$ cat src/rtl/cpu_run_ctrl_pkg.sv
// Shared types and constants for the DLX run controller.
// The optional stuck-PC detector in the top level is enabled with CPU_RUN_CTRL_STUCK_EN.
package cpu_run_ctrl_pkg;

    // Controller state encoding.
    typedef enum logic [1:0] {
        IDLE  = 2'd0,
        RUN   = 2'd1,
        DRAIN = 2'd2,
        DONE  = 2'd3
    } run_state_t;

    // Base of the DLX text segment; a fresh program starts fetching here.
    localparam logic [31:0] DLX_TEXT_BASE = 32'h0040_0000;

    // Default width of the run counters and of the cycle budget.
    localparam int DEFAULT_CNT_W = 32;

endpackage

$ cat src/rtl/run_sat_counter.sv
// Up-counter that sticks at all-ones instead of wrapping.
// Clear has priority over enable.
module run_sat_counter #(
    parameter int W = 8
) (
    input  logic         clk,
    input  logic         rst_n,
    input  logic         clr,
    input  logic         en,
    output logic [W-1:0] cnt
);

    logic [W-1:0] cnt_reg;

    // Count state: clear, else increment while not yet saturated.
    always_ff @(posedge clk or negedge rst_n) begin
        if (!rst_n) begin
            cnt_reg <= '0;
        end else if (clr) begin
            cnt_reg <= '0;
        end else if (en && (cnt_reg != {W{1'b1}})) begin
            cnt_reg <= cnt_reg + {{(W-1){1'b0}}, 1'b1};
        end
    end

    assign cnt = cnt_reg;

endmodule

$ cat src/rtl/cpu_run_ctrl.sv
// Run controller for the pipelined DLX CPU: gates the CPU clock-enable,
// stops on a PC end address (after draining the pipeline) or a cycle budget,
// and counts enabled cycles and PC advances.
// Define CPU_RUN_CTRL_STUCK_EN to add the stuck-PC detector and its 'stuck' output.
module cpu_run_ctrl
    import cpu_run_ctrl_pkg::*;
#(
    parameter int          DRAIN_CYCLES = 4,
    parameter int          CNT_W        = DEFAULT_CNT_W,
    parameter logic [31:0] RESET_PC     = DLX_TEXT_BASE
`ifdef CPU_RUN_CTRL_STUCK_EN
    ,
    parameter int          STUCK_LIMIT  = 64
`endif
) (
    input  logic             clk,
    input  logic             rst_n,
    input  logic             start,
    input  logic [31:0]      pc_lim,
    input  logic [CNT_W-1:0] max_cycles,
    input  logic [31:0]      pc_if,
    output logic             cpu_en,
    output logic             running,
    output logic             done,
    output logic             timeout,
    output logic [CNT_W-1:0] cycle_cnt,
    output logic [CNT_W-1:0] pc_adv_cnt
`ifdef CPU_RUN_CTRL_STUCK_EN
    ,
    output logic             stuck
`endif
);

    // Drain counter only needs to hold DRAIN_CYCLES-1.
    localparam int           DW         = (DRAIN_CYCLES > 1) ? $clog2(DRAIN_CYCLES) : 1;
    localparam logic [DW-1:0] DRAIN_LOAD = DW'((DRAIN_CYCLES > 0) ? (DRAIN_CYCLES - 1) : 0);
    localparam bit           DRAIN_EN   = (DRAIN_CYCLES > 0);

    run_state_t      state_reg, state_next;
    logic [31:0]     lim_reg;
    logic [CNT_W-1:0] budget_reg;
    logic [DW-1:0]   drain_cnt_reg;
    logic [31:0]     pc_prev_reg;
    logic            cpu_en_reg, running_reg, done_reg, timeout_reg;

    logic            accept, active, pc_changed, lim_hit, budget_hit;
    logic            timeout_set;
    logic [CNT_W:0]  cycle_cnt_inc;

    assign accept        = start && ((state_reg == IDLE) || (state_reg == DONE));
    assign active        = (state_reg == RUN) || (state_reg == DRAIN);
    assign pc_changed    = (pc_if != pc_prev_reg);
    assign lim_hit       = (pc_if >= lim_reg);
    // Widened so a saturated counter never aliases onto a budget value.
    assign cycle_cnt_inc = {1'b0, cycle_cnt} + {{CNT_W{1'b0}}, 1'b1};
    assign budget_hit    = (budget_reg != '0) && (cycle_cnt_inc == {1'b0, budget_reg});

    run_sat_counter #(.W(CNT_W)) u_cycle_cnt (
        .clk   (clk),
        .rst_n (rst_n),
        .clr   (accept),
        .en    (active),
        .cnt   (cycle_cnt)
    );

    run_sat_counter #(.W(CNT_W)) u_pc_adv_cnt (
        .clk   (clk),
        .rst_n (rst_n),
        .clr   (accept),
        .en    (active && pc_changed),
        .cnt   (pc_adv_cnt)
    );

`ifdef CPU_RUN_CTRL_STUCK_EN
    localparam int SW = $clog2(STUCK_LIMIT + 1);

    logic [SW-1:0] stuck_cnt;
    logic          stuck_hit, stuck_set, stuck_reg;

    // Counts consecutive RUN cycles without a PC change.
    run_sat_counter #(.W(SW)) u_stuck_cnt (
        .clk   (clk),
        .rst_n (rst_n),
        .clr   (accept || (active && pc_changed)),
        .en    ((state_reg == RUN) && !pc_changed),
        .cnt   (stuck_cnt)
    );

    assign stuck_hit = (state_reg == RUN) && !pc_changed &&
                       (({1'b0, stuck_cnt} + {{SW{1'b0}}, 1'b1}) == (SW+1)'(STUCK_LIMIT));
`endif

    // Next-state decode: PC limit beats budget, budget beats stuck detection.
    always_comb begin
        state_next  = state_reg;
        timeout_set = 1'b0;
`ifdef CPU_RUN_CTRL_STUCK_EN
        stuck_set   = 1'b0;
`endif
        case (state_reg)
            IDLE, DONE: begin
                if (accept) begin
                    state_next = RUN;
                end
            end
            RUN: begin
                if (lim_hit) begin
                    state_next = DRAIN_EN ? DRAIN : DONE;
                end else if (budget_hit) begin
                    state_next  = DONE;
                    timeout_set = 1'b1;
                end
`ifdef CPU_RUN_CTRL_STUCK_EN
                else if (stuck_hit) begin
                    state_next = DONE;
                    stuck_set  = 1'b1;
                end
`endif
            end
            DRAIN: begin
                if (drain_cnt_reg == '0) begin
                    state_next = DONE;
                end
            end
            default: state_next = IDLE;
        endcase
    end

    // State, latched run parameters and registered status outputs.
    always_ff @(posedge clk or negedge rst_n) begin
        if (!rst_n) begin
            state_reg     <= IDLE;
            lim_reg       <= '0;
            budget_reg    <= '0;
            drain_cnt_reg <= '0;
            pc_prev_reg   <= RESET_PC;
            cpu_en_reg    <= 1'b0;
            running_reg   <= 1'b0;
            done_reg      <= 1'b0;
            timeout_reg   <= 1'b0;
        end else begin
            state_reg   <= state_next;
            cpu_en_reg  <= (state_next == RUN) || (state_next == DRAIN);
            running_reg <= (state_next == RUN) || (state_next == DRAIN);
            done_reg    <= (state_next == DONE);

            if (accept) begin
                lim_reg     <= pc_lim;
                budget_reg  <= max_cycles;
                pc_prev_reg <= RESET_PC;
                timeout_reg <= 1'b0;
            end else if (active) begin
                pc_prev_reg <= pc_if;
                if (timeout_set) begin
                    timeout_reg <= 1'b1;
                end
            end

            if ((state_reg == RUN) && lim_hit) begin
                drain_cnt_reg <= DRAIN_LOAD;
            end else if ((state_reg == DRAIN) && (drain_cnt_reg != '0)) begin
                drain_cnt_reg <= drain_cnt_reg - {{(DW-1){1'b0}}, 1'b1};
            end
        end
    end

`ifdef CPU_RUN_CTRL_STUCK_EN
    // Sticky stuck flag, cleared only by a new run.
    always_ff @(posedge clk or negedge rst_n) begin
        if (!rst_n) begin
            stuck_reg <= 1'b0;
        end else if (accept) begin
            stuck_reg <= 1'b0;
        end else if (stuck_set) begin
            stuck_reg <= 1'b1;
        end
    end

    assign stuck = stuck_reg;
`endif

    assign cpu_en  = cpu_en_reg;
    assign running = running_reg;
    assign done    = done_reg;
    assign timeout = timeout_reg;

endmodule

$ cat config.mk
export PLATFORM = sky130hd
export DESIGN_NAME = cpu_run_ctrl
export DESIGN_NICKNAME = d
export VERILOG_FILES = /design/src/rtl/cpu_run_ctrl_pkg.sv /design/src/rtl/run_sat_counter.sv /design/src/rtl/cpu_run_ctrl.sv
export SDC_FILE = /design/constraint.sdc
export NUM_CORES = 1
export LEC_CHECK = 0
export BUFFER_PORTS_ARGS = -buffer_cell sky130_fd_sc_hd__buf_2
export CORE_MARGIN = 2
export CORE_UTILIZATION = 63
export CTS_BUF_LIST = sky130_fd_sc_hd__clkbuf_4
export DETAILED_ROUTE_END_ITERATION = 12
export PLACE_DENSITY = 0.88
export SLEW_MARGIN = 20
export SYNTH_ARGS = -nofsm -noshare
export SYNTH_HDL_FRONTEND = slang
export SYNTH_SLANG_ARGS = --single-unit
export TNS_END_PERCENT = 10
$ cat constraint.sdc
create_clock -name clk -period 5.2 [get_ports clk]
set_clock_uncertainty 0.1 [all_clocks]
set_input_delay 1.04 -clock clk [delete_from_list [all_inputs] [get_ports clk]]
set_output_delay 1.04 -clock clk [all_outputs]
set_load 0.03 [all_outputs]
==> run summary, run 1 <==
For the I/O pin count, the log shows 167. The top cell type by total area after synthesis was sky130_fd_sc_hd__dfrtp_1. The area growth from synthesis to layout is 11.9%.

On the critical path, the stage with the largest delay is an instance of sky130_fd_sc_hd__a2111oi_0. Setup repair after global routing left no endpoint under its margin. For the pin with the worst max-slew slack, the measured transition is 0.973 ns. The tools report the worst path setup slack after routing as 1.39 ns.

The tools report the endpoint type of the worst setup path as a flop. Path class of the lowest-slack min-delay path: reg -> reg. On the worst path, the slowest cell contributes a delay of 0.65 ns. For the netlist area before placement, the log shows 0.00964 sq mm. Entering global routing, the biggest net connects 107 pins.

The number of buffers added to fix hold violations after cts is 0, and the count of TritonRoute iterations in the first routing pass is 5. In this run the static leakage power is 5.27 nW. The first global-routing pass estimated 41,100 um of wire. The worst endpoint data arrival time is 4.21 ns, and the final critical delay including setup and external delays is 3.81 ns. In this run the vertical extent of the chip is 128 um. The clock root buffer is sky130_fd_sc_hd__clkbuf_4. The worst ir drop on vdd was 0.274 mV. Max-cap violations in this run came to 0. Detailed placement ended at an HPWL of 17,900 um.

The run finished with clean final reports. The count of nets left with antenna violations once routing finished came out at 0. The total area of multi-input combinational cells came out at 0.00491 sq mm.

The number of standard-cell rows in the floorplan was 45. The sequential cells in the finished layout cover a total of 0.00418 sq mm. After the first detailed-routing iteration, the DRC count stood at 744.

For the final routed database, the setup TNS stands at 0 ns. For the net count reported at finish, the log shows 1,386. The combined buffer and inverter count along the critical path is 1, and the starting density of the core is 63.9%. The clock reaches the later pin of the worst-skew pair after 0.61 ns. The number of storage elements in the synthesis netlist was 167; the largest driver fanout on the critical path was 3. The power per cell area came out at 351 mW/mm^2. The most frequently used cell type in the post-synthesis netlist is sky130_fd_sc_hd__nand2_1. The number of buffers on the longest clock path came out at 2.

The setup slack of the worst register-to-register path came out at 1.54 ns. Traced cell by cell, the critical path runs through buf_2, ha_1, a21o_1, a211o_1, a221oi_1, o41ai_1, a2111oi_0, o21ai_0, or3b_2, o21ai_0, ha_1. The kind of cell adding the most delay to the critical path is compound AO/OA/AOI/OAI gates. Summed over all layers, the routed wires come to 24,900 um. Average wire per cell in the routed design: 17.1 um. Synthesis produced 1,117 cells.

Part of the Yosys area used for sequential elements: 43.4%. The distinct cell type count of the synthesized netlist was 60; the routed via count was 8,792. The number of antenna violations at the first check in global routing was 3. The per-cell via count in the routed design is 6.05. The tools report the clock sink total as 167. The floorplan step defined a die boundary enclosing 0.0163 sq mm. The max-slew violation count is 0. For this run the aggregate overflow at the end of global routing stands at 0. For the post-cts gate resize count, the log shows 0.

The critical path in this run is classified as in -> reg. Share of final-layout standard cells stronger than drive strength 1: 17.9%. The worst slack at placement was 0.889 ns; the share of the cycle needed by the critical path after routing was 73.2%. The clock input transition at the sequential cells of the worst setup and hold paths is 0.14 ns. The total of buffers placed on input and output ports was 166. Data on the critical path is required at its endpoint by 5.60 ns. The logs give 0 for the number of hold-slack violations in the final timing report and 35.1% for the headroom to the max-slew limit.

For the total clock buffers created by CTS, the log shows 17. By count the netlist is led by sky130_fd_sc_hd__nand2_1 (218), sky130_fd_sc_hd__dfrtp_1 (166), sky130_fd_sc_hd__o21ai_0 (99). TritonCTS built the clock tree. Among all flip-flop cells after synthesis, the most frequent one is sky130_fd_sc_hd__dfrtp_1.

The DRC violations left is 0. The tools report the number of global-route vias before repair as 8,451. STA classifies the critical path startpoint as a primary input. Once the clock tree was built, the setup fixing pass inserted 0 buffers. Overall fraction of global-route tracks in use: 31.6%. The share of synthesized area in the top cell type comes to 43.1%. When the netlist entered floorplanning its net count stood at 1,254. Yosys attributes the largest share of cell area to sky130_fd_sc_hd__dfrtp_1 (43%), sky130_fd_sc_hd__nand2_1 (8.5%), sky130_fd_sc_hd__xnor2_1 (5.8%), sky130_fd_sc_hd__o21ai_0 (5.1%), sky130_fd_sc_hd__ha_1 (4.9%). The core region is 0.0151 sq mm. In this run, synthesis inferred 0 flip-flops with an integrated enable.

For this run, the number of Yosys warnings is 0. For the number of filler instances in the final layout, the log shows 1,192. The count of endpoints failing setup in the final report is 0.

Timing would allow up to 263 MHz. After synthesis, the share of flip-flops with an asynchronous set or reset is 100%. The final weighted congestion in routability-driven placement was 0.962. The maximum level of the CTS H-tree was 4; the synthesized area per cell was 8.63 sq um. The die width is 128 um.
## cell type report
| cell class | instances | share of cell area (%) |
|---|---|---|
| multi-input combinational | 812 | 45.5 |
| sequential | 167 | 38.8 |
| timing repair buffer | 176 | 8.46 |
| inverter | 75 | 2.61 |
| tap | 188 | 2.18 |
| clock inverter | 15 | 1.24 |
| clock buffer | 17 | 1.18 |
| antenna | 3 | 0.0696 |
## worst min-delay path, stage by stage, from the launching register on
cell and delay [ns]:
sky130_fd_sc_hd__dfrtp_1 0.40, sky130_fd_sc_hd__nand2_1 0.06, sky130_fd_sc_hd__nand2_1 0.06
## layout by cell type, fill, tap and decap left out, types with 5 or more instances in the layout
cell / synthesis / layout
sky130_fd_sc_hd__and4_1: 8 / 8
sky130_fd_sc_hd__xor2_1: 36 / 36
sky130_fd_sc_hd__nand2b_1: 6 / 6
sky130_fd_sc_hd__inv_6: 0 / 6
sky130_fd_sc_hd__buf_2: 16 / 165
sky130_fd_sc_hd__nand3_1: 32 / 32
sky130_fd_sc_hd__o31ai_1: 12 / 12
sky130_fd_sc_hd__nor4_1: 17 / 17
sky130_fd_sc_hd__and2_1: 13 / 12
sky130_fd_sc_hd__buf_4: 5 / 10
sky130_fd_sc_hd__inv_1: 75 / 75
sky130_fd_sc_hd__nand2_1: 218 / 218
sky130_fd_sc_hd__nand4_1: 36 / 36
sky130_fd_sc_hd__a21o_1: 5 / 5
sky130_fd_sc_hd__a21oi_1: 34 / 34
sky130_fd_sc_hd__or3_1: 12 / 12
sky130_fd_sc_hd__nor3_1: 9 / 9
sky130_fd_sc_hd__o22ai_1: 39 / 39
sky130_fd_sc_hd__and3_1: 14 / 14
sky130_fd_sc_hd__o41ai_1: 5 / 5
sky130_fd_sc_hd__dfrtp_1: 166 / 166
sky130_fd_sc_hd__xnor2_1: 64 / 64
sky130_fd_sc_hd__a31oi_1: 8 / 8
sky130_fd_sc_hd__ha_1: 38 / 37
sky130_fd_sc_hd__clkbuf_4: 0 / 17
sky130_fd_sc_hd__nor2_1: 55 / 55
sky130_fd_sc_hd__o21ai_0: 99 / 99
## kinds of logic (layout without fill, tap and decap cells)
group / after synthesis / in the layout / synth area share [%]
compound gates: 228 / 228 / 14.0
xor+xnor: 100 / 100 / 9.09
fa+ha+maj: 38 / 38 / 4.93
buf+inv: 138 / 283 / 5.78
flops: 167 / 167 / 43.4
mux: 1 / 1 / 0.104
other cells: 0 / 3 / 0
simple gates: 445 / 445 / 22.7
## layer usage
layer	share of wire (%)	GRT usage [%]	routed length [um]	vias to the layer above
met5	0.044	0	11	-
met4	3.4	12.9	848	2
met3	7.3	7.47	1810	70
met2	48	52.4	12100	344
met1	41	40.2	10200	4241
li1	-	-	-	4135
## report_power, final
part	internal [mW]	switching [mW]	total, mW	leakage [nW]
logic	0.523	0.641	1.16	3.10
clock network	0.210	0.530	0.740	0.140
registers	1.61	0.271	1.88	2.03
total	2.34	1.44	3.79	5.27
## stage by stage
stage,cell area [sq um],hold WS (ns),utilization [%],cells,total power [mW]
floorplan,9640,0.350,-,1117,2.66
detailed placement,10500,0.402,69.7,1418,3.05
global placement,10500,0.393,69.7,1418,2.99
CTS,10800,0.440,71.4,1450,3.79
global route,10800,0.475,71.5,1452,4.03
finish,10800,0.435,71.5,1453,3.79
## worst paths after layout
| path | start | end | cells after the start |
|---|---|---|---|
| worst max-delay path | pc_if[6] | running | 11 |
| min in group asynchronous | rst_n | u_cycle_cnt.cnt[5] | 1 |
| worst min-delay path | lim_reg[0] | lim_reg[0] | 2 |
| worst min register to register | lim_reg[0] | lim_reg[0] | 2 |
| worst max register to register | lim_reg[6] | running | 11 |
| max in group asynchronous | rst_n | u_cycle_cnt.cnt[12] | 2 |
Note: power is estimated with default switching activity, not from simulation.
==> run 2: changes to the inputs <==
--- a/config.mk
+++ b/config.mk
@@ -7,10 +7,10 @@
 export LEC_CHECK = 0
 export BUFFER_PORTS_ARGS = -buffer_cell sky130_fd_sc_hd__buf_2
 export CORE_MARGIN = 2
-export CORE_UTILIZATION = 63
+export CORE_UTILIZATION = 53
 export CTS_BUF_LIST = sky130_fd_sc_hd__clkbuf_4
 export DETAILED_ROUTE_END_ITERATION = 12
-export PLACE_DENSITY = 0.88
+export PLACE_DENSITY = 0.79
 export SLEW_MARGIN = 20
 export SYNTH_ARGS = -nofsm -noshare
 export SYNTH_HDL_FRONTEND = slang
==> constraint.sdc (replaced) <==
create_clock -name clk -period 3.3 [get_ports clk]
set_clock_uncertainty 0.1 [all_clocks]
set_input_delay 0.66 -clock clk [delete_from_list [all_inputs] [get_ports clk]]
set_output_delay 0.66 -clock clk [all_outputs]
set_load 0.03 [all_outputs]
==> run summary, run 2 (synthesis results as in run 1) <==
The net count reported at finish was 1,448. Across all setup checks in the final design, the least slack found is 0.152 ns. In this run the critical register-to-register path is launched from u_cycle_cnt.cnt[6]. The number of global-route vias before repair was 8,600.

TritonCTS built the clock tree. In the layout the commonest cells are sky130_fd_sc_hd__nand2_1 (218), sky130_fd_sc_hd__buf_2 (165), sky130_fd_sc_hd__dfrtp_1 (164). Before antenna repair, the detailed router went through 5 iterations. The final critical path takes up 95.4% of the cycle. The number of antenna violations at the first check in global routing was 5. After detailed routing, the number of remaining DRC violations is 0. The total of buffers placed on input and output ports works out to 166. Once detail routing completed, the nets flagged for antenna violations numbered 0. The tightest hold path in the finished design has a slack of 0.149 ns.

In this run the static leakage power is 5.59 nW. The tools report the clock root buffer as sky130_fd_sc_hd__clkbuf_4. For the number of hold-slack violations in the final timing report, the log shows 0. The tools report the start point of the critical path as u_cycle_cnt.cnt[6].

The multi-input combinational cells in the finished layout cover a total of 0.00493 sq mm. Traced cell by cell, the critical path runs through nand4_4, or4_4, nor4_4, xnor2_1, o2111ai_1, nor3_1, buf_4, nand4_1, a31oi_1, ha_1. The worst slack at placement was -0.495 ns.

STA classifies the critical path startpoint as a flop. In the final timing run, aggregate negative setup slack is 0 ns. I/O pin count: 167. The power per cell area was 533 mW/mm^2; the headroom to the max-slew limit was 65.1%. The most common library cell in the layout ignoring fill and taps was sky130_fd_sc_hd__nand2_1. For the finished layout, the period the worst path requires is 3.15 ns. The number of standard-cell rows in the floorplan is 49, and the placed wire-length estimate is 19,100 um.

Total power for the finished layout comes to 6.07 mW. Registers take 0.00418 sq mm. Summed over all layers, the routed wires come to 26,100 um.

The die width came out at 139 um. The path class of the lowest-slack min-delay path is in -> reg. Across the run, the number of max-cap violations was 0. The endpoint type of the worst setup path is a flop.

The final weighted congestion in routability-driven placement is 0.915, and the delay of the slowest cell on the worst path is 0.64 ns. Of the cells placed in the final design, the portion with a size suffix greater than 1 is 22.2%. The tools report the initial DRC count as 706. The worst setup path is of the reg -> reg kind.

The area growth from synthesis to final layout was 18.1%. The run gives 2 as the number of buffers on the longest clock path. The global route total overflow is 0, and the actual transition at the worst max-transition pin is 0.523 ns. After detailed routing, the number of vias per cell comes to 5.66. The max-slew violation count was 0. The number of setup buffers added after CTS is 0. Clock tree synthesis inserted a total of 17 buffers.

In this run the worst path has a maximum fanout of 10. The worst ir drop on vdd is 0.387 mV, and the starting density of the core is 53.8%. The number of filler instances in the final layout came out at 1,531. Among all stages on the critical path, the largest delay is contributed by sky130_fd_sc_hd__or4_4. The run gives 3.70 ns as the data required time at the worst endpoint.

Routed via count: 8,810. The vertical die dimension was 139 um; the core footprint was 0.0179 sq mm. The average wire per cell in the routed design was 16.8 um; the worst endpoint data arrival time was 3.55 ns. The tools report the maximum level of the CTS H-tree as 4. The run finished with clean final reports. The first global-routing pass estimated 43,200 um of wire. The startpoint identified for the worst hold timing path is max_cycles[4].

For the clock sink total, the log shows 167. The die covers 0.0193 sq mm. Setup repair after global routing left no endpoint under its margin.

Fmax: 318 MHz. Combined buffer and inverter count along the critical path: 1. The count of endpoints failing setup in the final report was 0.

The clock input transition at the sequential cells of the worst setup and hold paths came out at 0.17 ns. Global routing consumed, over all layers together, 27.5% of the routing resources. Entering global routing, the biggest net connects 78 pins.

Broken down by cell family, the worst path's largest delay share belongs to simple AND/OR/NAND/NOR gates. Clock latency of the later-clocked register in the worst-skew pair: 0.59 ns.
## run 2: changes by cell type in the layout (fill, tap and decap cells not counted), sizes merged
| cell | previous run | this run |
|---|---|---|
| buf | 176 | 237 |
| inv | 85 | 81 |
| clkinvlp | 2 | 5 |
| clkbuf | 17 | 18 |
| dlygate4sd3 | 0 | 1 |
## run 2: worst paths after layout
path                                         end  slack [ns]  cells after the start
max in group asynchronous        pc_prev_reg[22]        1.85                      3
worst min-delay path               budget_reg[4]        0.15                      3
worst max-delay path                     running        0.15                     10
worst min register to register  drain_cnt_reg[1]        0.44                      2
min in group asynchronous         budget_reg[10]        0.47                      2
worst max register to register           running        0.15                     10
## run 2: cell type report
cell class | instances | area share, %
antenna | 3 | 0.0660
clock buffer | 18 | 1.19
clock inverter | 14 | 1.20
inverter | 75 | 2.47
multi-input combinational | 812 | 43.4
sequential | 167 | 36.7
tap | 229 | 2.52
timing repair buffer | 238 | 12.5
## run 2: worst register-to-register path, delay by kind of cell (launching register included)
family                     cells  cell delay [ns]
AOI/OAI and AO/OA              2             0.40
xor gates and xnor gates       1             0.16
adders and majority gates      1             0.26
buffers and inverters          1             0.18
DFF                            1             0.42
and+or+nand+nor                5             1.54
## run 2: repair_timing
item	4_1_cts	5_1_grt
hold buffers	1	0
pin swaps	1	1
endpoints found under the setup margin	1	1
gates resized for setup	5	4
hold endpoints to repair	47	0
## run 2: power breakdown
part           switching, mW  total [mW]  internal [mW]
Combinational           1.05        1.93          0.883
Sequential             0.427        2.96           2.54
Clock                  0.833        1.17          0.340
## run 2: layer usage
| layer | vias to the layer above | global-route usage (%) | share of wire [%] |
|---|---|---|---|
| met5 | - | 0 | 0.050 |
| met4 | 2 | 10.7 | 2.6 |
| met3 | 54 | 5.28 | 5.4 |
| met2 | 264 | 45.8 | 49 |
| met1 | 4244 | 35.6 | 43 |
| li1 | 4246 | - | - |
## run 2: through the flow
step / std cells / instance area [sq um] / utilization [%]
6_report: 1556 / 11400 / 63.6
3_5_place_dp: 1520 / 11100 / 61.8
5_1_grt: 1556 / 11400 / 63.6
3_3_place_gp: 1520 / 11100 / 61.8
2_1_floorplan: 1117 / 9640 / -
4_1_cts: 1553 / 11400 / 63.5
